--- src/rtl/ddc_capture_ctrl.sv ---
`default_nettype none
// ============================================================================
// Module   : ddc_capture_ctrl
// Purpose  : Sequences DDC chain reset, settle-discard and N-word I/Q capture.
// Revision : 1.0 - initial release
// ============================================================================
module ddc_capture_ctrl #(
    parameter logic [31:0] FREQ_DEFAULT   = 32'h64000000,
    parameter int          RST_CYCLES     = 16,
    parameter int          SETTLE_SAMPLES = 64,
    parameter int          LEN_W          = 16
) (
    input  logic             clk,
    input  logic             reset_n,
    input  logic [31:0]      cfg_freq,
    input  logic             cfg_freq_we,
    input  logic [LEN_W-1:0] cfg_len,
    input  logic             start,
    input  logic             abort,
    input  logic [31:0]      dsp_data,
    input  logic             dsp_valid,
    output logic [31:0]      phi_inc,
    output logic             chain_rst_n,
    output logic [31:0]      out_data,
    output logic             out_valid,
    input  logic             out_ready,
    output logic             out_last,
    output logic             busy,
    output logic             done,
    output logic             cfg_rej,
    output logic             overflow
);

    typedef enum logic [1:0] {
        S_IDLE      = 2'd0,
        S_RST_CHAIN = 2'd1,
        S_SETTLE    = 2'd2,
        S_CAPTURE   = 2'd3
    } state_t;

    localparam logic [15:0]      C_RST_LAST    = 16'(RST_CYCLES - 1);
    localparam logic [15:0]      C_SETTLE_LAST = 16'(SETTLE_SAMPLES - 1);
    localparam logic [LEN_W-1:0] C_LEN_ONE     = LEN_W'(1);

    state_t           r_state;
    logic [15:0]      r_phase_cnt;
    logic [LEN_W-1:0] r_len;
    logic [LEN_W-1:0] r_acc;
    logic [31:0]      r_phi_inc;
    logic             r_chain_rst_n;
    logic [31:0]      r_out_data;
    logic             r_out_valid;
    logic             r_out_last;
    logic             r_busy;
    logic             r_done;
    logic             r_cfg_rej;
    logic             r_overflow;

    logic             w_drain;
    logic             w_want;
    logic             w_room;
    logic [LEN_W-1:0] w_acc_next;

    // A sample is wanted only until the len-th one has been loaded.
    assign w_drain    = r_out_valid & out_ready;
    assign w_want     = dsp_valid & (r_acc < r_len);
    assign w_room     = ~r_out_valid | w_drain;
    assign w_acc_next = r_acc + C_LEN_ONE;

    always_ff @(posedge clk) begin
        if (!reset_n) begin
            r_state       <= S_IDLE;
            r_phase_cnt   <= '0;
            r_len         <= '0;
            r_acc         <= '0;
            r_phi_inc     <= FREQ_DEFAULT;
            r_chain_rst_n <= 1'b0;
            r_out_data    <= '0;
            r_out_valid   <= 1'b0;
            r_out_last    <= 1'b0;
            r_busy        <= 1'b0;
            r_done        <= 1'b0;
            r_cfg_rej     <= 1'b0;
            r_overflow    <= 1'b0;
        end else begin
            r_done    <= 1'b0;
            r_cfg_rej <= 1'b0;

            if (cfg_freq_we) begin
                if (r_state == S_IDLE)
                    r_phi_inc <= cfg_freq;
                else
                    r_cfg_rej <= 1'b1;
            end

            if (abort && (r_state != S_IDLE)) begin
                r_state       <= S_IDLE;
                r_busy        <= 1'b0;
                r_out_valid   <= 1'b0;
                r_out_last    <= 1'b0;
                r_chain_rst_n <= 1'b1;
            end else begin
                case (r_state)
                    S_IDLE: begin
                        r_chain_rst_n <= 1'b1;
                        if (start) begin
                            if (cfg_len != '0) begin
                                r_len         <= cfg_len;
                                r_acc         <= '0;
                                r_phase_cnt   <= '0;
                                r_overflow    <= 1'b0;
                                r_chain_rst_n <= 1'b0;
                                r_busy        <= 1'b1;
                                r_state       <= S_RST_CHAIN;
                            end else begin
                                r_done <= 1'b1;
                            end
                        end
                    end
                    S_RST_CHAIN: begin
                        if (r_phase_cnt == C_RST_LAST) begin
                            r_phase_cnt   <= '0;
                            r_chain_rst_n <= 1'b1;
                            r_state       <= S_SETTLE;
                        end else begin
                            r_phase_cnt <= r_phase_cnt + 16'd1;
                        end
                    end
                    S_SETTLE: begin
                        if (SETTLE_SAMPLES == 0) begin
                            r_state <= S_CAPTURE;
                        end else if (dsp_valid) begin
                            if (r_phase_cnt == C_SETTLE_LAST)
                                r_state <= S_CAPTURE;
                            else
                                r_phase_cnt <= r_phase_cnt + 16'd1;
                        end
                    end
                    S_CAPTURE: begin
                        if (w_drain && r_out_last) begin
                            r_state     <= S_IDLE;
                            r_busy      <= 1'b0;
                            r_out_valid <= 1'b0;
                            r_out_last  <= 1'b0;
                            r_done      <= 1'b1;
                        end else if (w_want && w_room) begin
                            r_out_data  <= dsp_data;
                            r_out_valid <= 1'b1;
                            r_out_last  <= (w_acc_next == r_len);
                            r_acc       <= w_acc_next;
                        end else begin
                            // Full and not draining: the sample is lost.
                            if (w_want)
                                r_overflow <= 1'b1;
                            if (w_drain) begin
                                r_out_valid <= 1'b0;
                                r_out_last  <= 1'b0;
                            end
                        end
                    end
                    default: r_state <= S_IDLE;
                endcase
            end
        end
    end

    assign phi_inc     = r_phi_inc;
    assign chain_rst_n = r_chain_rst_n;
    assign out_data    = r_out_data;
    assign out_valid   = r_out_valid;
    assign out_last    = r_out_last;
    assign busy        = r_busy;
    assign done        = r_done;
    assign cfg_rej     = r_cfg_rej;
    assign overflow    = r_overflow;

endmodule
`default_nettype wire

--- config.mk ---
export PLATFORM = sky130hd
export DESIGN_NAME = ddc_capture_ctrl
export DESIGN_NICKNAME = d
export VERILOG_FILES = /design/src/rtl/ddc_capture_ctrl.sv
export SDC_FILE = /design/constraint.sdc
export NUM_CORES = 1
export LEC_CHECK = 0
export ABC_AREA = 1
export CORE_AREA = 3 3 122 124
export CTS_CLUSTER_DIAMETER = 50
export CTS_CLUSTER_SIZE = 20
export DETAILED_ROUTE_END_ITERATION = 7
export DIE_AREA = 0 0 125 127
export GPL_TIMING_DRIVEN = 1
export PLACE_DENSITY = 0.74
export SYNTH_ARGS = -nofsm -noshare
export SYNTH_HDL_FRONTEND = slang
export SYNTH_SLANG_ARGS = --single-unit
--- constraint.sdc ---
create_clock -name clk -period 2 [get_ports clk]
set_clock_uncertainty 0.05 [all_clocks]
set_input_delay 0.4 -clock clk [delete_from_list [all_inputs] [get_ports clk]]
set_output_delay 0.4 -clock clk [all_outputs]
set_load 0.02 [all_outputs]
# Word-level counts from Yosys, hierarchy flattened
# Index checks and enable logic that the tools add are counted.
[totals] ramBits=0 wordCells=103 reg_bits=121 output_inout_bits=71 mem_count=0 input_bits=87 latch_bits=0 romBits=0
[classes] shifts=0 bitwise_logic=7 n_div=0 order_cmp=1 n_eq_ne=18 mux=40 n_reduce_logical=22 multipliers=0 addsub=2
[op_table] operator="16-bit two-way mux" count=7
[op_table] operator="16-bit one-hot mux with 3 select lines" count=1
[op_table] operator="16-bit by 1-bit adder with 16-bit output, second input constant" count=2
[op_table] operator="16-bit one-hot mux with 2 select lines" count=1
[op_table] operator="1-bit two-way mux" count=20
[op_table] operator="2-bit != test, second input constant" count=10
[op_table] operator="6-bit AND reduction" count=3
[op_table] operator="16-bit == test" count=1
[op_table] operator="16-bit by 4-bit == test with 1-bit output, second input constant" count=1
[op_table] operator="16-bit by 6-bit == test with 1-bit output, second input constant" count=1
[op_table] operator="16-bit < comparator" count=1
[op_table] operator="16-bit nonzero test" count=1
[op_table] operator="2-bit two-way mux" count=6
[op_table] operator="4-bit AND reduction" count=3
[op_table] operator="3-bit nonzero test" count=3
[op_table] operator="1-bit one-hot mux with 2 select lines" count=4
[op_table] operator="2-bit one-hot mux with 4 select lines" count=1
[op_table] operator="2-bit AND reduction" count=4
[op_table] operator="7-bit AND reduction" count=1
[op_table] operator="2-bit == test, second input constant" count=2
[op_table] operator="1-bit inverter" count=4
[op_table] operator="2-bit nonzero test" count=2
[op_table] operator="1-bit logical AND" count=3
[op_table] operator="3-bit != test, second input constant" count=1
[op_table] operator="6 further kinds" count=7

# Logic depth before layout (Yosys ltp)
[logic_depth] depth_word=6 ltp_mapped=15 ltp_nobuf=15

# Worst setup path before layout
# OpenSTA, ideal clock, no wires.
[synth_timing] path_type="reg-to-reg" start="register r_acc[3]" end="register r_out_data[19] (netlist: out_data[19])" arrival_ns=1.764 synth_period_minus_slack_ns=1.946 stages_incl_launch_ff=13 n_path_buf=1 required_time_ns=1.818 setup_slack_ns=0.054 setup_ns=0.132 path_cell_list="dfxtp_1 > ha_1 > a21oi_1 > o21ai_0 > nand2_1 > nand2_1 > nand2_1 > nand3_2 > nor2_4 > nand2_1 > buf_2 > nand2_1 > a21oi_1"
[synth_via] elab_chain_len=4
[synth_rtl] element="start: declaration" line="48" text="logic [LEN_W-1:0] r_acc;"
[synth_rtl] element="start signal: assignment" line="150" text="r_acc <= w_acc_next;"
[synth_rtl] element="16-bit < comparator" line="66" text="assign w_want = dsp_valid & (r_acc < r_len);"
[synth_rtl] element="1-bit AND" line="66"
[synth_rtl] element="1-bit logical AND" line="146" text="end else if (w_want && w_room) begin"
[synth_rtl] element="4-bit AND reduction (no source line)"
[synth_rtl] element="end signal: assignment" line="147" text="r_out_data <= dsp_data;"
[synth_rtl] element="end: declaration" line="51" text="logic [31:0] r_out_data;"
# Every way passes these cells.
# A chain may end at the register's enable or synchronous reset.

# Final worst setup path
[layout_timing] start="register r_acc[0]" end="register r_out_data[7] (netlist: out_data[7])"
# The elaborated chain is that of the path after synthesis.

==> key figures <==
Critical path
  – Reg-to-reg setup timing slack: -170 ps
  – Worst r2r path cells: 15
  – Crit. End Element: flop
  – Crit. Startpoint: r_acc[0]
  – Req. time, crit path: 2240 ps
  – Crit path to: out_data[7]
  – CP Max Fanout: 8
  – FF-to-FF End: out_data[7]
  – Crit start category: flop
  – RR Startpoint: r_acc[0]
  – Crit path DAT: 2400 ps
  – Critical path start-end classification: flop to flop

Yosys
  – Number of synthesized flops with an enable pin: 0
  – Synth Instances: 875
  – Async set-reset flop share out of synthesis: 0%
  – Netlist Area Pre-Place: 6060 µm²
  – Syn_nets: 984
  – Most common flop cell mapped by yosys: dfxtp_1
  – Register area share after synthesis: 40.0%
  – Unique masters post-synth: 41
  – Largest cells by area after synthesis: dfxtp_1, nand2_1, nor2_1, nand3_1, a21oi_1
  – Register bit total from synthesis: 121
  – Share of the synthesized area in the top cell type: 40.0%
  – Post-synth top area cell: dfxtp_1
  – Syn avg cell area: 6.92 µm²
  – Yosys Warn Count: 0

Layout
  – # diodes: 0
  – Final Cell Area: 10100 µm²
  – # fillers: 973
  – Layout area overhead: 67.3%
  – Non-Filler Instances: 1309
  – Most common cell after layout, fill and taps aside: clkdlybuf4s50_1
  – Layout cells sized above 1: 28.5%
  – Most frequent cells in the layout: clkdlybuf4s50_1, nand2_1, nor2_1
  – NumNets Final: 1225

Timing
  – Max Fclk: 462 MHz
  – RSZ-0062 raised after global routing: yes
  – Final setup margin: -167 ps
  – Worst-Margin Slew: 512 ps
  – Max_slew headroom: 65.9%
  – Final Hold Viols: 0
  – Final Max Tran Viols: 0
  – Period utilization: 108%
  – Setup TNS: -5480 ps
  – Fin crit period: 2170 ps
  – Hold slack: 373 ps
  – Setup Viol. Count Final: 66

Place
  – Gpl congestion: 0.890
  – Placed cell area: 8340 µm²
  – Post-DP HPWL: 13100 µm
  – Port Buf Inserts: 157
  – Post-placement cell count: 1257

Detailed routing
  – Iteration-0 DRC Markers: 471
  – Vias: 7034
  – DRC Markers: 0
  – DRT antenna net count: 0
  – Post-DR vias/cell: 5.37
  – Total Wirelength: 22200 µm
  – 1st-pass router iterations: 5
  – Avg WL per Cell: 16.9 µm

Global routing
  – First-pass GRT wire length: 30400 µm
  – Vias in the first global route: 6335
  – Grt ovf: 0
  – Largest net degree at the start of global routing: 35
  – Total GRT Usage: 23.2%
  – Initial antenna violation count: 0

Floorplan
  – Rows: 43
  – Die Wd: 125 µm
  – Core Region: 13900 µm²
  – Die Height: 127 µm
  – Die footprint: 15900 µm²
  – I/O pin count: 158
  – Starting Density: 43.6%

Worst hold path
  – Hold Crit Start: reset_n
  – HP Class: primary input to flop

Run
  – Max cap viols: 0

Clock network
  – CTS tree: done
  – Clock Path Buffers: 2
  – CTS sink count: 121
  – Cts bufs inserted: 17
  – Htree depth: 4
  – Reg clk slew, reported paths: 60 ps
  – Clock Latency Late Sink: 420 ps
  – Cts hold-fix bufs: 0
  – Clk root buf: clkbuf_16

Power and ir drop
  – Leak: 0.00391 µW
  – PD cells: 1280 nW/µm²
  – Peak supply drop: 0.876 mV

Status
  – Status: finished with violations
  – Violated checks: setup timing
[layer usage]
| metal | part of all wire, % | vias to the layer above | track usage, % |
|---|---|---|---|
| met5 | 0 | - | 0 |
| met4 | 4.0 | 0 | 8.04 |
| met3 | 6.9 | 77 | 5.23 |
| met2 | 50 | 301 | 40.6 |
| met1 | 39 | 3279 | 28.3 |
| li1 | - | 3377 | - |
[registers in the layout (all words and copies together) (netlist names)]
| register | flops |
|---|---|
| out_data | 32 |
| phi_inc | 32 |
| r_acc | 16 |
| r_len | 16 |
| r_phase_cnt | 16 |
| r_state | 2 |
| busy | 1 |
| cfg_rej | 1 |
| chain_rst_n | 1 |
| done | 1 |
| out_last | 1 |
| out_valid | 1 |
| overflow | 1 |
[cell families after synthesis]
logic type                 after synthesis  synth area share (%)
and+or+nand+nor                        457                  33.2
AOI/OAI and AO/OA                      160                  13.6
DFF                                    121                  40.0
buffers and inverters                  103                  6.92
adders and majority gates               22                  4.55
xor gates and xnor gates                12                  1.74
[how the worst min path moves through the flow]
stage / depth (start not counted) / end
6_report: 3 / r_len[5]
5_1_grt: 3 / r_len[3]
4_1_cts: 3 / r_len[5]
3_5_place_dp: 2 / out_data[13]
3_3_place_gp: 2 / out_data[9]
2_1_floorplan: 2 / r_len[0]
[timing repair]
action | CTS | global route
cloned | 2 | 7
resized for setup | 68 | 181
setup buffers | 3 | 8
pin swaps | 25 | 54
setup endpoints to repair | 50 | 71
[report_power, final]
group | internal [µW] | leakage (µW) | total [µW] | switching [µW]
logic | 2930 | 0.00263 | 6670 | 3740
registers | 2870 | 0.000995 | 3160 | 292
clock network | 1950 | 0.000293 | 3160 | 1210
[stage by stage]
stage,util (%),setup WS [ps],power (µW)
after floorplan,-,53.8,5950
after global placement,60.1,-356,7880
after detailed placement,60.1,-384,7970
after CTS,66.5,-57.1,11600
after global routing,73.0,-261,13700
final,73.0,-167,13000
[cells in the mapped netlist, drive strengths merged, types with 4 or more instances]
cell	count
inv	66
o21ai	71
buf	13
nand2	176
nand4	13
nor3	12
clkbuf	24
a21oi	82
dfxtp	121
nand3	87
nand3b	4
xor2	11
nor2	160
ha	22
[cell type report]
type | count | area, µm² | area share, %
multi-input combinational | 653 | 4040 | 39.9
timing repair buffer | 257 | 2560 | 25.3
sequential | 121 | 2440 | 24.1
clock buffer | 20 | 467 | 4.61
inverter | 66 | 253 | 2.50
tap | 180 | 225 | 2.22
clock inverter | 12 | 141 | 1.40
[worst max-delay path: stages (launching register included)]
cell	delay [ps]
dfxtp_1	330
inv_1	120
ha_1	150
inv_1	40
a21oi_2	150
o21ai_2	90
nand2_1	90
nand2_2	80
nand2_2	110
nand3_4	90
nor2_4	140
buf_6	130
nand2_8	80
clkbuf_16	210
nand2_1	80
a21oi_1	70
(Power assumes the default switching activity.)
